File: src/rtl/vppm_pkg.sv
// Shared VPPM definitions used by both the transmitter and the receiver:
// default symbol geometry and the FSM state encoding.
package vppm_pkg;

  localparam int SYM_LEN_DEF = 400;
  localparam int DUTY_W_DEF  = 9;

  typedef enum logic [0:0] {
    ST_IDLE = 1'b0,
    ST_SEND = 1'b1
  } vppm_state_e;

endpackage

File: src/rtl/vppm_sym_timer.sv
// Free-running symbol position counter. It also exposes the next count and the
// wrap flag, so the transmitter can register led_out in step with sym_cnt.
module vppm_sym_timer
  import vppm_pkg::*;
#(
  parameter int SYM_LEN = SYM_LEN_DEF,
  parameter int DUTY_W  = DUTY_W_DEF
) (
  input  logic              clk,
  input  logic              rst,
  output logic [DUTY_W-1:0] sym_cnt,
  output logic [DUTY_W-1:0] cnt_next,
  output logic              wrap,
  output logic              sym_strobe
);

  localparam logic [DUTY_W-1:0] LAST_CNT = DUTY_W'(SYM_LEN - 1);
  localparam logic [DUTY_W-1:0] ONE_CNT  = DUTY_W'(1);

  // next position and symbol-boundary detect
  always_comb begin
    wrap = (sym_cnt == LAST_CNT);
    if (wrap) begin
      cnt_next = '0;
    end else begin
      cnt_next = sym_cnt + ONE_CNT;
    end
  end

  // counter and strobe registers; the strobe marks the clock where sym_cnt reads 0
  always_ff @(posedge clk or posedge rst) begin
    if (rst) begin
      sym_cnt    <= '0;
      sym_strobe <= 1'b0;
    end else begin
      sym_cnt    <= cnt_next;
      sym_strobe <= wrap;
    end
  end

endmodule

File: src/rtl/vppm_tx.sv
// VPPM transmitter: one-byte holding register, MSB-first bit serialiser and
// pulse shaper. led_out is computed from next-cycle state so it lines up with sym_cnt.
module vppm_tx
  import vppm_pkg::*;
#(
  parameter int SYM_LEN = SYM_LEN_DEF,
  parameter int DUTY_W  = DUTY_W_DEF
) (
  input  logic              clk,
  input  logic              rst,
  input  logic [DUTY_W-1:0] duty_in,
  input  logic [7:0]        data_in,
  input  logic              data_valid,
  output logic              data_ready,
  output logic              led_out,
  output logic              sym_strobe,
  output logic              busy,
  output logic              bit_out,
  output logic [DUTY_W-1:0] sym_cnt
);

  localparam logic [DUTY_W-1:0] SYM_LEN_D = DUTY_W'(SYM_LEN);
  localparam logic [DUTY_W:0]   SYM_LEN_X = (DUTY_W + 1)'(SYM_LEN);

  function automatic logic [DUTY_W-1:0] clamp_duty(input logic [DUTY_W-1:0] duty);
    if (duty > SYM_LEN_D) begin
      clamp_duty = SYM_LEN_D;
    end else begin
      clamp_duty = duty;
    end
  endfunction

  logic [DUTY_W-1:0] cnt_next_s;
  logic              wrap_s;

  vppm_state_e       state_r, state_s;
  logic [2:0]        bit_cnt_r, bit_cnt_s;
  logic [7:0]        shift_r, shift_s;
  logic [7:0]        hold_r, hold_s;
  logic              hold_full_r, hold_full_s;
  logic [DUTY_W-1:0] d_r, d_s;
  logic              accept_s, load_s, bit_next_s, led_s;
  logic [DUTY_W:0]   thresh_s;

  vppm_sym_timer #(
    .SYM_LEN (SYM_LEN),
    .DUTY_W  (DUTY_W)
  ) u_timer (
    .clk        (clk),
    .rst        (rst),
    .sym_cnt    (sym_cnt),
    .cnt_next   (cnt_next_s),
    .wrap       (wrap_s),
    .sym_strobe (sym_strobe)
  );

  // state registers
  always_ff @(posedge clk or posedge rst) begin
    if (rst) begin
      state_r     <= ST_IDLE;
      bit_cnt_r   <= 3'd0;
      shift_r     <= 8'd0;
      hold_r      <= 8'd0;
      hold_full_r <= 1'b0;
      d_r         <= '0;
      led_out     <= 1'b0;
      data_ready  <= 1'b0;
    end else begin
      state_r     <= state_s;
      bit_cnt_r   <= bit_cnt_s;
      shift_r     <= shift_s;
      hold_r      <= hold_s;
      hold_full_r <= hold_full_s;
      d_r         <= d_s;
      led_out     <= led_s;
      data_ready  <= ~hold_full_s;
    end
  end

  // next state: only symbol boundaries move the serialiser
  always_comb begin
    state_s   = state_r;
    bit_cnt_s = bit_cnt_r;
    shift_s   = shift_r;
    load_s    = 1'b0;
    if (wrap_s) begin
      if ((state_r == ST_SEND) && (bit_cnt_r != 3'd7)) begin
        bit_cnt_s = bit_cnt_r + 3'd1;
        shift_s   = {shift_r[6:0], 1'b0};
      end else if (hold_full_r) begin
        state_s   = ST_SEND;
        bit_cnt_s = 3'd0;
        shift_s   = hold_r;
        load_s    = 1'b1;
      end else begin
        state_s   = ST_IDLE;
        bit_cnt_s = 3'd0;
        shift_s   = 8'd0;
      end
    end else begin
      load_s = 1'b0;
    end
  end

  // holding register and duty latch; accept and load never hit the same byte
  always_comb begin
    accept_s = data_valid & data_ready;
    if (accept_s) begin
      hold_s      = data_in;
      hold_full_s = 1'b1;
    end else if (load_s) begin
      hold_s      = hold_r;
      hold_full_s = 1'b0;
    end else begin
      hold_s      = hold_r;
      hold_full_s = hold_full_r;
    end
    if (wrap_s) begin
      d_s = clamp_duty(duty_in);
    end else begin
      d_s = d_r;
    end
  end

  // pulse shaper: bit 1 pulses at the symbol end, bit 0 and idle at the start
  always_comb begin
    case (state_s)
      ST_SEND: bit_next_s = shift_s[7];
      ST_IDLE: bit_next_s = 1'b0;
      default: bit_next_s = 1'b0;
    endcase
    thresh_s = SYM_LEN_X - {1'b0, d_s};
    if (bit_next_s) begin
      led_s = ({1'b0, cnt_next_s} >= thresh_s);
    end else begin
      led_s = (cnt_next_s < d_s);
    end
  end

  assign busy    = (state_r == ST_SEND);
  assign bit_out = (state_r == ST_SEND) & shift_r[7];

endmodule
File: config.mk
export PLATFORM = sky130hd
export DESIGN_NAME = vppm_tx
export DESIGN_NICKNAME = d
export VERILOG_FILES = /design/src/rtl/vppm_pkg.sv /design/src/rtl/vppm_sym_timer.sv /design/src/rtl/vppm_tx.sv
export SDC_FILE = /design/constraint.sdc
export NUM_CORES = 1
export LEC_CHECK = 0
export CORE_AREA = 2 2 95 97
export DETAILED_ROUTE_END_ITERATION = 10
export DIE_AREA = 0 0 97 99
export HOLD_SLACK_MARGIN = 0.08
export PLACE_DENSITY = 0.5
export RECOVER_POWER = 100
export SYNTH_ARGS = -nofsm -noshare
export SYNTH_HDL_FRONTEND = slang
export SYNTH_SLANG_ARGS = --single-unit
File: constraint.sdc
create_clock -name clk -period 4.7 [get_ports clk]
set_clock_uncertainty 0.1 [all_clocks]
set_input_delay 0.94 -clock clk [delete_from_list [all_inputs] [get_ports clk]]
set_output_delay 0.94 -clock clk [all_outputs]
set_load 0.1 [all_outputs]
==> results of run 1 <==
[cells by family (layout without fill, tap and decap cells)]
kind of cell / Yosys count / in the layout / share of synthesized area
AOI/OAI and AO/OA: 57 / 57 / 0.167
muxes: 10 / 10 / 0.0446
DFF: 42 / 42 / 0.421
buffers and inverters: 27 / 60 / 0.0502
xor gates and xnor gates: 10 / 10 / 0.0351
adders and majority gates: 21 / 21 / 0.105
and+or+nand+nor: 86 / 86 / 0.177
[layer usage]
layer / part of all wire / wire (um) / track usage / up-vias
met2: 0.47 / 2650 / 0.205 / 41
li1: - / - / - / 978
met3: 0.041 / 233 / 0.0248 / 4
met5: 0 / 0 / 0 / -
met4: 0.010 / 59 / 0.0260 / 0
met1: 0.48 / 2730 / 0.165 / 923
[registers in the layout (all words and copies together) (netlist names)]
signal / flops
shift_r: 8
led_out: 1
data_ready: 1
hold_r: 8
u_timer.sym_strobe: 1
hold_full_r: 1
busy: 1
d_r: 9
u_timer.sym_cnt: 9
bit_cnt_r: 3
[critical path, stage by stage, from the launching register on]
cell and delay (ns):
sky130_fd_sc_hd__dfrtp_1 0.43, sky130_fd_sc_hd__ha_1 0.26, sky130_fd_sc_hd__and4b_1 0.31, sky130_fd_sc_hd__nand2_1 0.55, sky130_fd_sc_hd__nor2_1 0.19, sky130_fd_sc_hd__a22oi_1 0.35
sky130_fd_sc_hd__ha_1 0.27, sky130_fd_sc_hd__o221ai_1 0.21, sky130_fd_sc_hd__a221oi_2 0.28, sky130_fd_sc_hd__a41oi_1 0.08, sky130_fd_sc_hd__ha_1 0.34, sky130_fd_sc_hd__nand4_1 0.09
sky130_fd_sc_hd__nor3_1 0.20, sky130_fd_sc_hd__o31a_1 0.17, sky130_fd_sc_hd__o21ai_0 0.07, sky130_fd_sc_hd__o32ai_1 0.12
[power breakdown]
part / internal [mW] / total [mW] / switching, mW
combinational: 0.0224 / 0.0448 / 0.0224
clock: 0.105 / 0.243 / 0.138
sequential: 0.363 / 0.364 / 0.00150
total: 0.490 / 0.652 / 0.162
[layout by cell type (no fill, tap or decap), types with 3 or more instances in the layout]
master                            instances
sky130_fd_sc_hd__o21ai_0                 11
sky130_fd_sc_hd__o211ai_1                 3
sky130_fd_sc_hd__ha_1                    21
sky130_fd_sc_hd__mux2_2                   8
sky130_fd_sc_hd__a21oi_1                 11
sky130_fd_sc_hd__dfrtp_1                 42
sky130_fd_sc_hd__a31oi_1                  8
sky130_fd_sc_hd__nand2_1                 26
sky130_fd_sc_hd__inv_1                   17
sky130_fd_sc_hd__clkdlybuf4s50_1         16
sky130_fd_sc_hd__nor3_1                   4
sky130_fd_sc_hd__xnor2_1                  6
sky130_fd_sc_hd__nand3_1                 16
sky130_fd_sc_hd__xor2_1                   4
sky130_fd_sc_hd__nor2_1                  18
sky130_fd_sc_hd__dlygate4sd3_1           17
sky130_fd_sc_hd__clkbuf_8                 5
[metrics by stage]
| step | area [um^2] | power (mW) | std cells |
|---|---|---|---|
| 2_1_floorplan | 2490 | 0.392 | 253 |
| 3_3_place_gp | 2910 | 0.419 | 386 |
| 3_5_place_dp | 2910 | 0.418 | 386 |
| 4_1_cts | 3000 | 0.664 | 394 |
| 5_1_grt | 2960 | 0.687 | 394 |
| 6_report | 2960 | 0.652 | 394 |
[worst max-delay path by stage]
stage / endpoint / cells past startpoint / startpoint / slack, ns
CTS: led_out / 16 / duty_in[0] / 0.73
global route: led_out / 15 / duty_in[0] / 0.24
floorplan: led_out / 16 / u_timer.sym_cnt[0] / 0.77
finish: led_out / 15 / u_timer.sym_cnt[0] / 0.59
detailed placement: led_out / 16 / duty_in[0] / 0.43
global placement: led_out / 15 / duty_in[8] / 0.61
[area by class of cell]
cell class / instances / area share
inverter: 18 / 0.0236
sequential: 42 / 0.355
clock buffer: 5 / 0.0232
timing repair buffer: 34 / 0.113
tap: 108 / 0.0456
multi-input combinational: 184 / 0.433
clock inverter: 3 / 0.00718
==> flow_summary.rst, run 1 <==
.. list-table::
   :header-rows: 1

   * - Metric
     - Value
   * - Via count of the first global-routing pass
     - 1906
   * - Cell row count
     - 34
   * - PwrDens
     - roughly 220 nW/um^2
   * - Most common library cells after synthesis
     - sky130_fd_sc_hd__dfrtp_1 (42), sky130_fd_sc_hd__nand2_1 (25), sky130_fd_sc_hd__ha_1 (21), sky130_fd_sc_hd__nor2_1 (18), sky130_fd_sc_hd__inv_1 (17)
   * - Ranking of synthesized cells by area
     - sky130_fd_sc_hd__dfrtp_1 (42%), sky130_fd_sc_hd__ha_1 (11%), sky130_fd_sc_hd__mux2_2 (4.1%)
   * - Setup tns final
     - 0 ns
   * - Area taken by flip-flops and latches
     - ~1100 um^2
   * - RSZ-0062 raised after global routing
     - no
   * - First-pass GRT wire length
     - 9.65 mm
   * - Final Max Slew Viols
     - 0
   * - Starting density of the core
     - 0.292
   * - Number of fillers in the final layout
     - around 880
   * - Depth of the most critical reg-to-reg path
     - 15
   * - Worst reg2reg path endpoint
     - led_out
   * - Post-detailed-route count of antenna-violating nets
     - 0
   * - Worst Hold Launch
     - bit_cnt_r[1]
   * - Clock tree from TritonCTS
     - yes
   * - Setup Crit Path Kind
     - reg -> reg
   * - Synth warnings
     - 0
   * - Utilization after layout
     - 0.347
   * - Most numerous cell in the Yosys netlist
     - sky130_fd_sc_hd__dfrtp_1
   * - Actual transition at the worst max-transition pin
     - around 1.0 ns
   * - Number of different library cells in the post-synthesis netlist
     - 56
   * - Overflow left after global routing
     - 0
   * - Maximum number of pins on one net before global-route repair
     - 31
   * - Hold slack final
     - about 0.38 ns
   * - Final WL
     - approximately 5.7 mm
   * - Top flip-flop cell by instance count after synthesis
     - sky130_fd_sc_hd__dfrtp_1
   * - Peak supply drop
     - 87.2 uV
   * - PortBufs
     - 33
   * - Fraction of layout instances using a drive strength above 1
     - 0.0804
   * - Result of the run
     - complete, no violations
   * - Highest net fanout along the worst path
     - 17
   * - CP Data Arrival Time
     - approximately 4.2 ns
   * - Capture endpoint of the worst hold path
     - bit_cnt_r[1]
   * - Net count after synthesis
     - 294
   * - Die outline height
     - between 90 and 100 um
   * - Post-CTS setup buffer count
     - 0
   * - Proportion of synthesized flip-flops having asynchronous set or reset
     - 1.00
   * - Area of the die
     - 9600 um^2
   * - RR Startpoint
     - u_timer.sym_cnt[0]
   * - Post-route DRC violation count
     - 0
   * - Kind of start point of the critical path
     - flip-flop
   * - Root buffer cell
     - sky130_fd_sc_hd__clkbuf_8
   * - Count of cells along the worst hold path
     - 2
   * - Clk buf depth
     - 2
   * - DR vias
     - between 1500 and 2000
   * - Register-to-register setup slack
     - a little under 0.6 ns
   * - Hold violation count in the final report
     - 0
   * - Antenna violations before repair
     - 0
   * - Seq/Total Area, Yosys
     - 0.421
   * - Gate count after technology mapping
     - 253
   * - Share of the cycle needed by the critical path after routing
     - 0.874
   * - Relative slew slack
     - 0.311
   * - Routed len/inst
     - ~14 um
   * - Cell leakage power
     - ~1.4 nW
   * - Worst setup EP type
     - flip-flop
   * - Pre-CTS setup slack
     - between 0.4 and 0.5 ns
   * - Reported max-cap violation count
     - 0
   * - Core area
     - approximately 8600 um^2
   * - Number of nets in the finished design
     - ~330
   * - Yosys top cell area share
     - 0.421
   * - Maximum clock frequency
     - 0.243 GHz
   * - Number of vias per cell after detailed routing
     - slightly below 5
   * - 1st-iter DRT viols
     - just under 50
   * - Number of flops mapped to enable cells by yosys
     - 0
   * - Final Setup Violations
     - 0
   * - Total GRT Usage
     - 0.122
   * - Number of buffers created by CTS
     - 5
   * - Hold Crit Class
     - reg -> reg
   * - Number of top-level design ports
     - 34
   * - HPWL reported at the end of detailed placement
     - ~4.2 mm
   * - Length of the first detailed-routing pass in iterations
     - 4
   * - Average instance area after synthesis
     - a little under 10 um^2
   * - H-tree depth
     - 2
   * - Number of storage elements in the synthesis netlist
     - between 40 and 50
   * - Post_cts resized
     - 0
   * - # diodes
     - 0
   * - Cell type with the highest aggregate area in the netlist
     - sky130_fd_sc_hd__dfrtp_1
   * - Final Critical Period
     - a little over 4 ns
   * - Critical path required time
     - 4.81 ns
   * - Hold buffers post-CTS
     - 0
   * - Setup ws final
     - 0.592 ns
   * - Combined area of the multi-input logic cells
     - about 1300 um^2
   * - Clock transition time at the flip-flop clock pins of the worst setup and hold paths
     - 0.09 ns
   * - Global placer's final weighted congestion
     - a little over 0.8
   * - Num Clock Sinks
     - 42
   * - Post-synth design cell area
     - approximately 2500 um^2
   * - Die span in x
     - about 97 um
   * - Later-pin clock latency in the skew report
     - approximately 0.29 ns
   * - Relative area change from synthesis to final layout
     - 18.8%
No activity file was read; power rests on OpenSTA's default activity.
==> inputs of run 2 (changes only) <==
Settings changed: GPL_ROUTABILITY_DRIVEN set to 0, PLACE_DENSITY 0.5 to 0.56.
==> run 2 against run 1 <==
The flow now finishes with violations (capacitance limit, slew limit). Setup slack gained 0.083 ns. Critical path depth is the same. Clock-buffer cell count grew 1. Wire length fell by 3.6%. Fmax is 2.1% higher. Power is 1.5% lower. Non-clock buffer count is the same. Via count down 0.46%. Sequential power is essentially flat. Clock power down 5%. Cell count unchanged. Critical path type unchanged. First-iteration DRC count increased by 14%.
==> flow_summary.rst, run 2 (synthesis results as in run 1) <==
.. list-table::
   :header-rows: 1

   * - Metric
     - Value
   * - Result of the run
     - finished, violations left
   * - Violations in the final reports
     - capacitance limit, slew limit
   * - Net switching power
     - 0.151 mW
   * - Clock transition time at the flip-flop clock pins of the worst setup and hold paths
     - around 0.090 ns
   * - Overflow left after global routing
     - 0
   * - Number of vias per cell after detailed routing
     - 4.92
   * - PwrDens
     - between 200 and 250 nW/um^2
   * - CP Data Arrival Time
     - about 4.1 ns
   * - Actual transition at the worst max-transition pin
     - ~2.3 ns
   * - Fraction of layout instances using a drive strength above 1
     - 0.0769
   * - Largest stage delay on the critical path
     - roughly 0.51 ns
   * - Relative slew slack
     - -0.503
   * - Die span in x
     - 97 um
   * - Combined area of the multi-input logic cells
     - 1280 um^2
   * - Most common cell after layout, fill and taps aside
     - sky130_fd_sc_hd__dfrtp_1
   * - Post-route DRC violation count
     - 0
   * - Via count of the first global-routing pass
     - 2060
   * - Final Setup Violations
     - 0
   * - Worst reg2reg path endpoint
     - led_out
   * - Setup tns final
     - 0 ns
   * - Crit path top cell by count
     - sky130_fd_sc_hd__ha_1
   * - Top flop regs
     - d_r x9, u_timer.sym_cnt x9
   * - Starting density of the core
     - 0.292
   * - Hold slack final
     - roughly 0.38 ns
   * - Utilization after layout
     - 0.346
   * - Crit. Startpoint
     - u_timer.sym_cnt[0]
   * - HPWL reported at the end of detailed placement
     - between 4 and 5 mm
   * - Depth of the most critical reg-to-reg path
     - 15
   * - H-tree depth
     - 2
   * - Number of nets in the finished design
     - roughly 330
   * - Die outline height
     - 99 um
   * - Number of top-level design ports
     - 34
   * - Peak supply drop
     - ~140 uV
   * - Core area
     - roughly 8600 um^2
   * - Root buffer cell
     - sky130_fd_sc_hd__clkbuf_8
   * - # diodes
     - 0
   * - Register-to-register setup slack
     - 0.68 ns
   * - Area taken by flip-flops and latches
     - ~1100 um^2
   * - Relative area change from synthesis to final layout
     - 18.7%
   * - Routed len/inst
     - between 10 and 15 um
   * - Hold Crit Class
     - reg -> reg
   * - Clk buf depth
     - 2
   * - Total GRT Usage
     - 0.120
   * - Maximum number of pins on one net before global-route repair
     - between 40 and 50
   * - Final Critical Period
     - 4.02 ns
   * - Number of fillers in the final layout
     - 863
   * - RSZ-0062 raised after global routing
     - no
   * - PortBufs
     - 33
   * - Later-pin clock latency in the skew report
     - 0.30 ns
   * - Num Clock Sinks
     - 42
   * - Clock tree from TritonCTS
     - yes
   * - Part of the total power dissipated in the clock network
     - 0.362
   * - Cell leakage power
     - between 1 and 1.5 nW
   * - Hold buffers post-CTS
     - 0
   * - Number of buffers created by CTS
     - 5
   * - Worst setup EP type
     - flip-flop
   * - Final Max Slew Viols
     - 43
   * - Commonest cells after routing, fill and taps aside
     - sky130_fd_sc_hd__dfrtp_1 (42), sky130_fd_sc_hd__nand2_1 (26), sky130_fd_sc_hd__ha_1 (21)
   * - Worst path buffer plus inverter count
     - 0
   * - Post_cts resized
     - 0
   * - Critical path required time
     - approximately 4.8 ns
   * - Critical path's slowest cell
     - sky130_fd_sc_hd__nand2_1
   * - Post-detailed-route count of antenna-violating nets
     - 0
   * - RR Startpoint
     - u_timer.sym_cnt[0]
   * - Post-CTS setup buffer count
     - 0
   * - Highest net fanout along the worst path
     - 17
   * - Part of the total power dissipated in sequential elements
     - 0.567
   * - Length of the first detailed-routing pass in iterations
     - 4
   * - Worst setup path end
     - led_out
   * - Met2 usage
     - 0.196
   * - Area of the die
     - 9600 um^2
   * - Cell family contributing the most delay on the critical path
     - simple AND/OR/NAND/NOR gates
   * - First-pass GRT wire length
     - 9.53 mm
   * - Maximum clock frequency
     - about 0.25 GHz
   * - Share of the cycle needed by the critical path after routing
     - 0.856
   * - Antenna violations before repair
     - 0
   * - Most used routing layer
     - met2
   * - Logic gate share of total power
     - 0.070
   * - GRT met1 Usage
     - 0.151
   * - Switching portion of total power
     - 0.236
   * - Total power draw
     - between 0.6 and 0.7 mW
   * - DR vias
     - between 1500 and 2000
   * - Hold violation count in the final report
     - 0
   * - Cell row count
     - 34
   * - Critical Path, Cell by Cell
     - ha_1, and4b_1, nand2_1, nor2_1, a22oi_1, ha_1, o221ai_1, a221oi_1, a41oi_2, ha_1, nand4_1, nor3_1, o31a_1, o21ai_0, o32ai_1
   * - Reported max-cap violation count
     - 1
   * - Total number of cells along the worst setup path
     - 15
   * - Final WL
     - ~5.5 mm
   * - Setup Crit Path Kind
     - reg -> reg
   * - 1st-iter DRT viols
     - 56
   * - P_int
     - 0.491 mW
   * - Kind of start point of the critical path
     - flip-flop
   * - GR Layer Usage met3
     - 0.0234
[run 2: cell count changes in the layout (fill, tap and decap cells not counted)]
cell	delta
sky130_fd_sc_hd__a221oi_2	-1
sky130_fd_sc_hd__dlygate4sd3_1	-1
sky130_fd_sc_hd__clkbuf_1	+1
sky130_fd_sc_hd__a41oi_1	-1
sky130_fd_sc_hd__clkdlybuf4s50_1	+1
sky130_fd_sc_hd__a221oi_1	+1
sky130_fd_sc_hd__a41oi_2	+1
sky130_fd_sc_hd__clkinvlp_4	-1
[run 2: layer usage]
layer	routed length, um	vias to the layer above
li1	-	977
met1	2420	886
met2	2530	54
met3	285	20
met4	232	0
met5	0	-
[run 2: through the flow]
step                std cells  setup slack (ns)  cell area [um^2]
global placement          386             0.657              2910
global route              394             0.301              2960
CTS                       394             0.790              3000
finish                    394             0.675              2960
floorplan                 253             0.769              2490
detailed placement        386             0.499              2910
[run 2: worst min path at each step]
stage | startpoint | to | slack [ns] | depth (start not counted)
6_report | bit_cnt_r[1] | bit_cnt_r[1] | 0.38 | 2
5_1_grt | bit_cnt_r[2] | bit_cnt_r[2] | 0.40 | 2
4_1_cts | bit_cnt_r[2] | bit_cnt_r[2] | 0.39 | 2
3_5_place_dp | bit_cnt_r[2] | bit_cnt_r[2] | 0.37 | 2
3_3_place_gp | bit_cnt_r[2] | bit_cnt_r[2] | 0.36 | 2
2_1_floorplan | bit_cnt_r[1] | bit_cnt_r[1] | 0.34 | 2
[run 2: tightest hold or removal path, stage by stage (launching register included)]
cell	delay (ns)
sky130_fd_sc_hd__dfrtp_1	0.35
sky130_fd_sc_hd__nand2_1	0.05
sky130_fd_sc_hd__nand2_1	0.05
[run 2: area by class of cell]
type,instances,share of cell area
clock buffer,6,0.0245
sequential,42,0.355
tap,108,0.0456
clock inverter,2,0.00465
timing repair buffer,34,0.113
multi-input combinational,184,0.434
inverter,18,0.0237
[run 2: power by group through the flow]
stage               Clock [mW]  Sequential, mW  Combinational (mW)
floorplan                    0           0.371              0.0215
global placement             0           0.371              0.0463
detailed placement           0           0.371              0.0468
CTS                      0.242           0.364              0.0472
global route             0.255           0.365              0.0517
finish                   0.232           0.364              0.0452
==> inputs of run 3 (changes only) <==
Settings changed: PLACE_DENSITY 0.56 to 0.45.
==> run 3 against run 2 <==
The flow still finishes with violations (capacitance limit, slew limit). Largest power group unchanged. Clock-buffer cell count grew 1. Global-route usage up 1.0 points. Fmax fell by 2.0%. Utilization increased by 0.18 points. Cell count unchanged. Flip-flop and latch count unchanged. Sequential power about the same. Largest cell class unchanged. Non-clock buffer count unchanged. Combinational power hardly changed. Power up 2.9%.
==> flow_summary.rst, run 3 (synthesis results as in run 1) <==
.. list-table::
   :header-rows: 1

   * - Metric
     - Value
   * - Number of fillers in the final layout
     - a little under 900
   * - Num Clock Sinks
     - 42
   * - Post-CTS setup buffer count
     - 0
   * - Length of the first detailed-routing pass in iterations
     - 4
   * - Final Critical Period
     - about 4 ns
   * - Antenna violations before repair
     - 0
   * - Logic gate share of total power
     - 0.068
   * - Worst Hold Launch
     - bit_cnt_r[1]
   * - Hold violation count in the final report
     - 0
   * - Overflow left after global routing
     - 0
   * - 1st-iter DRT viols
     - between 60 and 70
   * - Number of top-level design ports
     - 34
   * - Final WL
     - around 5.8 mm
   * - Hold Crit Class
     - reg -> reg
   * - Register-to-register setup slack
     - between 0.6 and 0.7 ns
   * - Hold buffers post-CTS
     - 0
   * - Final non-filler cell area
     - slightly below 3000 um^2
   * - Share of the cycle needed by the critical path after routing
     - 0.873
   * - PwrDens
     - about 220 nW/um^2
   * - Final Setup Violations
     - 0
   * - Commonest cells after routing, fill and taps aside
     - sky130_fd_sc_hd__dfrtp_1 (42), sky130_fd_sc_hd__nand2_1 (26), sky130_fd_sc_hd__ha_1 (21)
   * - Fraction of layout instances using a drive strength above 1
     - 0.0804
   * - P_int
     - a little over 0.5 mW
   * - Starting density of the core
     - 0.292
   * - Total GRT Usage
     - 0.131
   * - Kind of start point of the critical path
     - input pin
   * - Result of the run
     - finished, violations left
   * - Peak supply drop
     - around 94 uV
   * - Area of the die
     - slightly below 10000 um^2
   * - Clock transition time at the flip-flop clock pins of the worst setup and hold paths
     - about 0.08 ns
   * - DR vias
     - just under 2000
   * - Violations in the final reports
     - capacitance limit, slew limit
   * - Cell row count
     - 34
   * - Most common cell after layout, fill and taps aside
     - sky130_fd_sc_hd__dfrtp_1
   * - Part of the total power dissipated in the clock network
     - 0.381
   * - First-pass GRT wire length
     - between 10 and 15 mm
   * - Worst setup EP type
     - flip-flop
   * - Hold slack final
     - 0.376 ns
   * - Switching portion of total power
     - 0.233
   * - Maximum clock frequency
     - 0.244 GHz
   * - Clk buf depth
     - 2
   * - Highest net fanout along the worst path
     - 3
   * - Reported max-cap violation count
     - 1
   * - Utilization after layout
     - 0.348
   * - Post_cts resized
     - 0
   * - DP Cell Count
     - approximately 390
   * - Die outline height
     - between 90 and 100 um
   * - PortBufs
     - 33
   * - Part of the total power dissipated in sequential elements
     - 0.551
   * - Via count of the first global-routing pass
     - 2040
   * - Net switching power
     - between 0.15 and 0.2 mW
   * - Clock tree from TritonCTS
     - yes
   * - Setup tns final
     - 0 ns
   * - HPWL reported at the end of detailed placement
     - approximately 4.3 mm
   * - H-tree depth
     - 2
   * - Maximum number of pins on one net before global-route repair
     - 43
   * - Later-pin clock latency in the skew report
     - 0.30 ns
   * - CP Data Arrival Time
     - approximately 4.2 ns
   * - RSZ-0062 raised after global routing
     - no
   * - Number of vias per cell after detailed routing
     - 4.96
   * - Crit. Startpoint
     - duty_in[0]
   * - Number of nets in the finished design
     - roughly 330
   * - Placement Cell Area
     - around 3000 um^2
   * - Post-detailed-route count of antenna-violating nets
     - 0
   * - Die span in x
     - 97 um
   * - Core area
     - 8550 um^2
   * - Number of buffers created by CTS
     - 5
   * - Setup Crit Path Kind
     - in -> reg
   * - Final Max Slew Viols
     - 43
   * - Relative slew slack
     - -0.598
   * - Non-filler instance count after layout
     - 394
   * - Root buffer cell
     - sky130_fd_sc_hd__clkbuf_8
   * - Post-route DRC violation count
     - 0
   * - Critical path required time
     - approximately 4.8 ns
   * - Relative area change from synthesis to final layout
     - 19.3%
   * - Actual transition at the worst max-transition pin
     - ~2.4 ns
   * - Routed len/inst
     - 14.8 um
   * - Cell leakage power
     - ~1.4 nW
   * - Top flop regs
     - d_r x9, u_timer.sym_cnt x9
   * - RR Startpoint
     - u_timer.sym_cnt[0]
   * - # diodes
     - 0
==> run 3: cell types whose count changed in the layout (fill, tap and decap cells not counted) <==
cell,previous run,this run
sky130_fd_sc_hd__a221oi_1,2,1
sky130_fd_sc_hd__a221oi_2,1,2
sky130_fd_sc_hd__clkbuf_8,5,6
sky130_fd_sc_hd__clkdlybuf4s50_1,17,16
sky130_fd_sc_hd__clkinv_2,1,0
sky130_fd_sc_hd__clkinv_4,1,0
sky130_fd_sc_hd__dlygate4sd3_1,16,17
sky130_fd_sc_hd__inv_6,0,1
==> run 3: final cells by class <==
type	count	area [um^2]	share of cell area
multi-input combinational	184	1290	0.434
sequential	42	1050	0.353
timing repair buffer	34	334	0.112
tap	108	135	0.0454
clock buffer	7	86.3	0.0290
inverter	18	70.1	0.0235
clock inverter	1	8.76	0.00294
==> run 3: power groups by stage <==
stage / Combinational, mW / Sequential (mW) / Clock (mW)
detailed placement: 0.0468 / 0.371 / 0
global route: 0.0520 / 0.365 / 0.281
global placement: 0.0472 / 0.371 / 0
finish: 0.0449 / 0.364 / 0.251
floorplan: 0.0215 / 0.371 / 0
CTS: 0.0470 / 0.364 / 0.265
==> run 3: per-stage QoR <==
step	power (mW)	setup slack (ns)
after floorplan	0.392	0.769
after global placement	0.419	0.599
after detailed placement	0.418	0.438
after CTS	0.676	0.723
after global routing	0.698	0.222
final	0.660	0.595
==> run 3: final timing paths <==
kind	cells past startpoint	end
max in group asynchronous	3	d_r[8]
hold reg to reg	2	bit_cnt_r[1]
hold / removal	2	bit_cnt_r[1]
setup / recovery	16	led_out
min in group asynchronous	3	u_timer.sym_cnt[4]
setup reg to reg	15	led_out
==> run 3: layer usage <==
metal  GRT usage  vias to the layer above  wire [um]
li1            -                      966          -
met1       0.161                      944       2710
met2       0.219                       32       2750
met3      0.0319                       14        202
met4      0.0553                        0        163
met5           0                        -          0
==> run 3: critical path, stage by stage <==
cell,delay [ns]
sky130_fd_sc_hd__dlygate4sd3_1,0.57
sky130_fd_sc_hd__o41ai_1,0.53
sky130_fd_sc_hd__a21oi_1,0.13
sky130_fd_sc_hd__nor2_1,0.19
sky130_fd_sc_hd__a22o_1,0.24
sky130_fd_sc_hd__inv_1,0.06
sky130_fd_sc_hd__ha_1,0.21
sky130_fd_sc_hd__o221a_2,0.15
sky130_fd_sc_hd__o21ai_2,0.12
sky130_fd_sc_hd__xor2_1,0.09
sky130_fd_sc_hd__ha_1,0.31
sky130_fd_sc_hd__nand4_1,0.09
sky130_fd_sc_hd__nor3_1,0.19
sky130_fd_sc_hd__o31a_1,0.16
sky130_fd_sc_hd__o21ai_0,0.07
sky130_fd_sc_hd__o32ai_1,0.13
